<file path="src/rtl/seg7_scan_decoder.sv">
// ---------------------------------------------------------------------------
// seg7_scan_decoder
//
// Watches a multiplexed 7-segment display bus and rebuilds the 4-digit
// hexadecimal value that is being shown on it. Each {AN,Cathodes} sample
// has to stay unchanged for STABLE_CYCLES clocks before it is accepted as a
// digit. One digit is accepted per dwell. When all four digit slots have
// been filled, the complete frame is published on value/dp.
//
// Ports
//   sysclk     in   1  clock, rising-edge
//   BTNU       in   1  synchronous active-high reset
//   AN         in   4  anode enables, active-low, AN[0] = digit 0
//   Cathodes   in   8  segments active-low, [6:0] = gfedcba, [7] = dp
//   value      out 16  last complete frame, digit 3 in [15:12]
//   dp         out  4  decimal points of last complete frame, active-high
//   valid      out  1  one-cycle pulse when value/dp update
//   digit_stb  out  1  one-cycle pulse per accepted legal digit
//   seg_err    out  1  one-cycle pulse per accepted illegal segment pattern
// ---------------------------------------------------------------------------
module seg7_scan_decoder #(
  parameter int unsigned STABLE_CYCLES = 4
) (
  input  logic        sysclk,
  input  logic        BTNU,
  input  logic [3:0]  AN,
  input  logic [7:0]  Cathodes,
  output logic [15:0] value,
  output logic [3:0]  dp,
  output logic        valid,
  output logic        digit_stb,
  output logic        seg_err
);

  localparam logic [7:0] STABLE = 8'(STABLE_CYCLES);

  typedef enum logic {WAIT, HELD} state_t;

  state_t           r_state;
  state_t           w_nextState;

  logic [11:0]      r_prevSample;
  logic             r_prevValid;
  logic [7:0]       r_count;
  logic [3:0][3:0]  r_slots;
  logic [3:0]       r_slotDp;
  logic [3:0]       r_seen;
  logic [15:0]      r_value;
  logic [3:0]       r_dp;
  logic             r_valid;
  logic             r_digitStb;
  logic             r_segErr;

  logic [11:0]      w_sample;
  logic             w_changed;
  logic [7:0]       w_nextCount;
  logic             w_candidate;
  logic [1:0]       w_slotIdx;
  logic [3:0]       w_slotMask;
  logic [6:0]       w_segs;
  logic             w_legal;
  logic [3:0]       w_nibble;
  logic             w_capture;
  logic [3:0][3:0]  w_newSlots;
  logic [3:0]       w_newSlotDp;
  logic [3:0]       w_newSeen;

  assign w_sample = {AN, Cathodes};

  // The first edge after reset has no previous sample to compare with.
  // Treating it as a change makes a sample that was already on the bus
  // start counting from 1.
  assign w_changed = !r_prevValid || (w_sample != r_prevSample);

  // Stability counter: restart at 1 on a change, then count up and
  // saturate at STABLE_CYCLES.
  always_comb begin
    w_nextCount = r_count;
    if (w_changed) begin
      w_nextCount = 8'd1;
    end else if (r_count < STABLE) begin
      w_nextCount = r_count + 8'd1;
    end
  end

  // Only a sample with exactly one anode driven low selects a digit slot.
  always_comb begin
    w_candidate = 1'b1;
    w_slotIdx   = 2'd0;
    w_slotMask  = 4'b0000;
    unique case (AN)
      4'b1110: begin w_slotIdx = 2'd0; w_slotMask = 4'b0001; end
      4'b1101: begin w_slotIdx = 2'd1; w_slotMask = 4'b0010; end
      4'b1011: begin w_slotIdx = 2'd2; w_slotMask = 4'b0100; end
      4'b0111: begin w_slotIdx = 2'd3; w_slotMask = 4'b1000; end
      default: w_candidate = 1'b0;
    endcase
  end

  // Convert the active-low bus to active-high gfedcba and look up the hex
  // digit. Any other pattern, including blank, is illegal.
  assign w_segs = ~Cathodes[6:0];

  always_comb begin
    w_legal  = 1'b1;
    w_nibble = 4'h0;
    case (w_segs)
      7'h3F: w_nibble = 4'h0;
      7'h06: w_nibble = 4'h1;
      7'h5B: w_nibble = 4'h2;
      7'h4F: w_nibble = 4'h3;
      7'h66: w_nibble = 4'h4;
      7'h6D: w_nibble = 4'h5;
      7'h7D: w_nibble = 4'h6;
      7'h07: w_nibble = 4'h7;
      7'h7F: w_nibble = 4'h8;
      7'h6F: w_nibble = 4'h9;
      7'h77: w_nibble = 4'hA;
      7'h7C: w_nibble = 4'hB;
      7'h39: w_nibble = 4'hC;
      7'h5E: w_nibble = 4'hD;
      7'h79: w_nibble = 4'hE;
      7'h71: w_nibble = 4'hF;
      default: w_legal = 1'b0;
    endcase
  end

  // A change of sample always leaves HELD. The capture test therefore
  // treats "changed" the same as being in WAIT. This is what lets
  // STABLE_CYCLES=1 capture on the very edge where a new sample appears.
  assign w_capture = ((r_state == WAIT) || w_changed) &&
                     (w_nextCount == STABLE) && w_candidate;

  // Next-state logic: enter HELD on a capture, fall back to WAIT on any
  // change, otherwise stay.
  always_comb begin
    w_nextState = r_state;
    if (w_capture) begin
      w_nextState = HELD;
    end else if (w_changed) begin
      w_nextState = WAIT;
    end
  end

  // State register.
  always_ff @(posedge sysclk) begin
    if (BTNU) begin
      r_state <= WAIT;
    end else begin
      r_state <= w_nextState;
    end
  end

  // Slot contents as they would look after writing the current digit.
  // The frame output loads from these when this digit completes the frame.
  always_comb begin
    w_newSlots             = r_slots;
    w_newSlots[w_slotIdx]  = w_nibble;
    w_newSlotDp            = r_slotDp;
    w_newSlotDp[w_slotIdx] = ~Cathodes[7];
    w_newSeen              = r_seen | w_slotMask;
  end

  // Datapath: sample history, counter, slots and the registered outputs.
  // Pulses default low every cycle. Reset overrides any capture.
  always_ff @(posedge sysclk) begin
    if (BTNU) begin
      r_prevSample <= '0;
      r_prevValid  <= 1'b0;
      r_count      <= '0;
      r_slots      <= '0;
      r_slotDp     <= '0;
      r_seen       <= '0;
      r_value      <= '0;
      r_dp         <= '0;
      r_valid      <= 1'b0;
      r_digitStb   <= 1'b0;
      r_segErr     <= 1'b0;
    end else begin
      r_prevSample <= w_sample;
      r_prevValid  <= 1'b1;
      r_count      <= w_nextCount;
      r_valid      <= 1'b0;
      r_digitStb   <= 1'b0;
      r_segErr     <= 1'b0;
      if (w_capture) begin
        if (w_legal) begin
          r_slots    <= w_newSlots;
          r_slotDp   <= w_newSlotDp;
          r_digitStb <= 1'b1;
          if (w_newSeen == 4'b1111) begin
            r_value <= w_newSlots;
            r_dp    <= w_newSlotDp;
            r_valid <= 1'b1;
            r_seen  <= 4'b0000;
          end else begin
            r_seen  <= w_newSeen;
          end
        end else begin
          r_segErr <= 1'b1;
          r_seen   <= r_seen & ~w_slotMask;
        end
      end
    end
  end

  assign value     = r_value;
  assign dp        = r_dp;
  assign valid     = r_valid;
  assign digit_stb = r_digitStb;
  assign seg_err   = r_segErr;

endmodule

</file>
<file path="config.mk">
export PLATFORM = sky130hd
export DESIGN_NAME = seg7_scan_decoder
export DESIGN_NICKNAME = d
export VERILOG_FILES = /design/src/rtl/seg7_scan_decoder.sv
export SDC_FILE = /design/constraint.sdc
export NUM_CORES = 1
export LEC_CHECK = 0
export ABC_AREA = 1
export CORE_MARGIN = 2
export CORE_UTILIZATION = 32
export CTS_CLUSTER_DIAMETER = 30
export CTS_CLUSTER_SIZE = 24
export DETAILED_ROUTE_END_ITERATION = 10
export MAX_ROUTING_LAYER = met4
export SKIP_CTS_REPAIR_TIMING = 1
export SYNTH_ARGS = -nofsm -noshare
export SYNTH_HDL_FRONTEND = slang
export SYNTH_SLANG_ARGS = --single-unit
</file>
<file path="constraint.sdc">
create_clock -name sysclk -period 2.6 [get_ports sysclk]
set_input_delay 0.65 -clock sysclk [delete_from_list [all_inputs] [get_ports sysclk]]
set_output_delay 0.65 -clock sysclk [all_outputs]
set_load 0.02 [all_outputs]
</file>
# Word level (Yosys, flattened, before mapping)
# Cells that the tools add are included.
# word_totals
register_bits	69
elab_cells	84
out_inout_bits	23
in_bits	14
# op_classes
n_eq_ne	23
n_reduce_logical	13
muxes	21
add_sub_neg	1
n_lt_le_gt_ge	3
bitwise	8
# ops
cell	n
7-bit == test (second input constant)	12
4-bit one-hot mux with 15 select lines	1
16-bit bitwise mux	1
4-bit == test (second input constant)	4
8-bit two-way mux	2
4-bit one-hot mux with 4 select lines	1
16-bit OR reduction	1
7-bit by 3-bit == test with 1-bit output (second input constant)	2
7-bit by 6-bit == test with 1-bit output (second input constant)	2
4-bit two-way mux	3
12-bit inequality test	1
1-bit two-way mux	9
8-bit by 1-bit adder with 8-bit output (second input constant)	1
4-bit demux with 2-bit select	1
8-bit by 3-bit == test with 1-bit output (second input constant)	1
8-bit by 3-bit less-than comparator with 1-bit output (second input constant)	1
7-bit NOT	1
2-bit one-hot mux with 3 select lines	1
4-bit bitwise AND	1
4-bit bitwise mux	1
4-bit by 3-bit == test with 1-bit output (second input constant)	1
1-bit NOT	4
4-bit NOT	1
4-bit OR	1
12 further kinds	15

# Depth between registers and ports, before layout
# Gate-level depths: netlist of run 1.
# logic_depth
ltp_word	8
ltp_mapped	15
ltp_nobuf	14

# Least setup slack after synthesis of run 1
# OpenSTA, ideal clock, no wires.
# synth_path
kind	input to register
from	input Cathodes[1]
to	register r_value[13], in the netlist value[13]
path_stages	13
t_required_ns	2.488
n_path_buf	1
setup_slack_ns	0.535
setup_time_ns	0.112
arrival_time_ns	1.953
path_cell_list	nor2_1 -> nand2_1 -> inv_1 -> nand3_1 -> nand2_1 -> inv_1 -> nand2_1 -> nor2_1 -> inv_1 -> buf_2 -> nand4_1 -> nor2_1 -> nor2_1
# synth_via
elab_chain_cells	7
elab_cells_between_ends	29
classes_between	18 x eq/ne; 4 x mux; 1 x bitwise; 6 x reduce/logical
# synth_rtl
element	line_no	text
from (decl)	27	input logic [7:0] Cathodes,
12-bit inequality test	73	assign w_changed = !r_prevValid || (w_sample != r_prevSample);
1-bit logical OR	73	
8-bit two-way mux	79	if (w_changed) begin
8-bit by 3-bit == test with 1-bit output	132	(w_nextCount == STABLE) && w_candidate;
1-bit logical AND	131	assign w_capture = ((r_state == WAIT) || w_changed) &&
1-bit logical AND	132	
3-bit AND reduction (no line)	n/a	
to (signal assigned)	192	r_value <= w_newSlots;
to (decl)	48	logic [15:0] r_value;
# Parallel ways exist; a longest one is shown, timed or not.
# A chain may end at the register's enable or synchronous reset.

# Worst setup path in the final report of run 1
# layout_path
from	input Cathodes[3]
to	register r_slots[1] in the netlist's numbering
# layout_via
elab_chain_cells	7
elab_cells_between_ends	29
classes_between	18 x eq/ne; 4 x mux; 1 x bitwise; 6 x reduce/logical
# layout_rtl
element	line_no	text
12-bit inequality test	73	
1-bit logical OR	73	
8-bit two-way mux	79	
8-bit by 3-bit == test with 1-bit output	132	
1-bit logical AND	131	
1-bit logical AND	132	
2-bit AND reduction (no line)	n/a	
to (signal assigned)	188	r_slots <= w_newSlots;
to (decl)	45	logic [3:0][3:0] r_slots;
# Parallel ways exist; a longest one is shown, timed or not.

==> results.yml, run 1 <==
synthesis:
  netlist_area_mm2: 0.00367
  ys_ff_latch: 69
  synth_edf_count: 0
  async_flop_share: 0
  synthesis.nets: 578
  synth-main-ff-cell: "dfxtp_1"
  yosysSeqAreaShare: 0.377
  ys_warn_count: 0
  syn_inst: 563
  avgSynthCellArea_um2: 6.52
  yosysUniqueCellTypes: 30
global_route:
  grt_max_degree: 23
  grt_pass1_wl_um: 16200
  track_usage: 0.164
  antenna_found_initial: 0
  grt_overflow: 0
  grt_pass1_vias: 3564
route:
  first_pass_iters: 4
  wl_um: 9710
  drc: 0
  drt_iter0_drc: 214
  antenna_left: 0
  vias: 3655
  wire_per_inst_um: 12.0
  vias_per_cell: 4.52
layout:
  antennaDiodeCount: 0
  syn_to_final_growth_pct: 37.1
  drive_gt1_frac: 0.211
  final_util: 0.444
  fillers: 1186
  nets: 676
  fin_area_mm2: 0.00503
sta:
  finClkSkew_ns: 0.00591
  timing.hold.ws_ns: 0.463
  fin_setup_tns_ns: 0
  worst_slew_pin_slew_ns: 0.585
  setup_ws_ns: 0.184
  min_period_ns: 2.42
  rsz0062_at_grt: "false"
  hold_violations: 0
  drv_slew: 0
  max_slew_margin: 0.608
  finalSetupViolCount: 0
  max_freq_mhz: 414
  fin_crit_sh: 0.929
pwr:
  vdd_drop_max_mv: 0.340
  p_per_area_mw_per_mm2: 497
  power.leakage_nw: 2.55
floorplan:
  core-area_mm2: 0.0113
  die_y_um: 111
  fp.dieArea_mm2: 0.0123
  start_util: 0.324
  die_x_um: 111
  num_io_pins: 37
  rows: 39
min_path:
  min_path_type: "register to register"
clock_network:
  cts_tree: "built"
  clock_sinks: 69
  cts_inserted_buffers: 9
  cts_max_level: 3
  cts_buffer_depth: 2
  insertion_delay_ns: 0.33
  path_clk_slew_ns: 0.06
  root_buffer: "clkbuf_16"
worst_setup_path:
  crit_end: "r_slots[1]"
  max_stage_delay_ns: 0.54
  rr_startpoint: "r_count[7]"
  path_cells: "clkdlybuf4s50_1 -> buf_4 -> nand2_1 -> nand2_1 -> nand3_1 -> nor2_4 -> nand2_2 -> nor2_1 -> nand3_1 -> nor2_4 -> buf_4 -> nand3_1 -> nand2_1 -> nor2_1"
  worstPathMaxFanout: 4
  cp.arrival_ns: 2.64
  critical_path_class: "input port to register"
  end_kind: "register"
  critical_path.startpoint: "Cathodes[3]"
  worstPathRequired_ns: 2.83
  reg2regPathDepth: 12
  regToRegEndpoint: "value[3]"
  r2r_slack_ns: 0.60
  cp-start-kind: "input port"
  slowest_stage: "clkdlybuf4s50_1"
place:
  place_area_mm2: 0.00461
  place_ws_ns: -0.355
  gp_congestion: 0.853
  portBuffers: 36
  hpwlAfterDp_um: 7170
status:
  status: "complete, no violations"
run:
  max_cap_violations: 0
-- area by class of cell --
| cell class | count | area, um2 | area share |
|---|---|---|---|
| Multi-Input combinational cell | 395 | 1950 | 0.388 |
| Sequential cell | 69 | 1380 | 0.275 |
| Timing Repair Buffer | 101 | 910 | 0.181 |
| Inverter | 85 | 319 | 0.0634 |
| Clock buffer | 9 | 225 | 0.0448 |
| Tap cell | 143 | 179 | 0.0356 |
| Clock inverter | 6 | 65.1 | 0.0129 |
-- stage by stage --
step                std cells  total power, mW
floorplan                 563             1.21
global placement          790             1.31
detailed placement        790             1.31
CTS                       805             2.50
global route              808             2.59
finish                    808             2.50
-- cell families (layout without fill, tap and decap cells) --
family                     after synthesis  count (layout)  share of synthesized area
AOI/OAI and AO/OA                       43              43                     0.0689
xor gates and xnor gates                 2               2                    0.00478
adders and majority gates                1               1                    0.00341
buffers and inverters                  101             201                      0.115
DFF                                     69              69                      0.377
and+or+nand+nor                        347             349                      0.432
-- critical path, delay by kind of cell --
kind / cells / cell delay, ns
AND/OR/NAND/NOR: 11 / 1.13
buffers and inverters: 3 / 0.85
-- state kept, by name, indices dropped and copies added (netlist names) --
register and flops:
seg_err 1, r_slotDp 4, digit_stb 1, value 16
dp 4, r_state 1, r_prevSample 12, r_prevValid 1
valid 1, r_count 8, r_seen 4, r_slots 16
-- power by group --
part | internal [mW] | switching, mW
logic | 0.0942 | 0.131
registers | 1.07 | 0.00561
clock network | 0.736 | 0.465
-- cells in the mapped netlist (3+ instances only) --
cell type / instances / area [um2]
a21oi_1: 14 / 70.1
a21oi_2: 9 / 78.8
buf_2: 6 / 30.0
buf_4: 3 / 22.5
buf_6: 3 / 33.8
clkbuf_1: 4 / 15.0
dfxtp_1: 69 / 1380
inv_1: 80 / 300
inv_2: 5 / 18.8
nand2_1: 166 / 623
nand2_2: 3 / 18.8
nand3_1: 38 / 190
nand4_1: 19 / 119
nor2_1: 88 / 330
nor2_2: 3 / 18.8
nor3_1: 3 / 15.0
nor3_4: 3 / 48.8
o21ai_0: 18 / 90.1
or2_2: 15 / 93.8
-- placed cells by master, fill, tap and decap left out --
cell / netlist / routed
nand2_1: 166 / 165
nor2_1: 88 / 84
inv_1: 80 / 76
dfxtp_1: 69 / 69
buf_4: 3 / 61
nand3_1: 38 / 37
clkdlybuf4s50_1: 0 / 28
nand4_1: 19 / 19
o21ai_0: 18 / 18
or2_2: 15 / 15
a21oi_1: 14 / 14
inv_2: 5 / 9
a21oi_2: 9 / 9
clkbuf_16: 0 / 9
dlymetal6s2s_1: 0 / 8
nor2_4: 2 / 5
nand3_4: 2 / 5
nand2_2: 3 / 4
nor2_2: 3 / 4
nor3_4: 3 / 3
buf_12: 0 / 3
nor2_8: 2 / 2
nor3_2: 0 / 2
clkinv_2: 0 / 2
clkinv_4: 0 / 2
nor3_1: 3 / 1
a31oi_1: 1 / 1
xnor2_1: 1 / 1
nor4_1: 1 / 1
xor2_1: 1 / 1
nand3_2: 1 / 1
nand4_2: 1 / 1
a21boi_0: 1 / 1
ha_1: 1 / 1
clkinvlp_4: 0 / 1
bufinv_16: 0 / 1
buf_6: 3 / 1
-- worst min-delay path by stage --
stage,startpoint,endpoint,slack (ns),cells past startpoint
floorplan,r_seen[1],r_seen[1],0.43,2
global placement,r_seen[1],r_seen[1],0.44,2
detailed placement,r_count[6],r_count[6],0.45,2
CTS,r_count[6],r_count[6],0.46,2
global route,r_slots[11],r_slots[11],0.49,2
finish,r_slots[5],r_slots[5],0.46,2
-- layer usage --
metal | share of wire | GRT usage | vias to the layer above
met3 | 0.033 | 0.0279 | 13
li1 | - | - | 1944
met5 | 0 | - | -
met2 | 0.47 | 0.262 | 67
met4 | 0.014 | 0.0626 | 0
met1 | 0.49 | 0.209 | 1631
Power figures use the tool's default switching activity.
==> run 2: changes to the inputs <==
Settings changed: TNS_END_PERCENT set to 100.
==> results of run 2 <==
Final layout, timing and power as in run 1 (identical DEF).
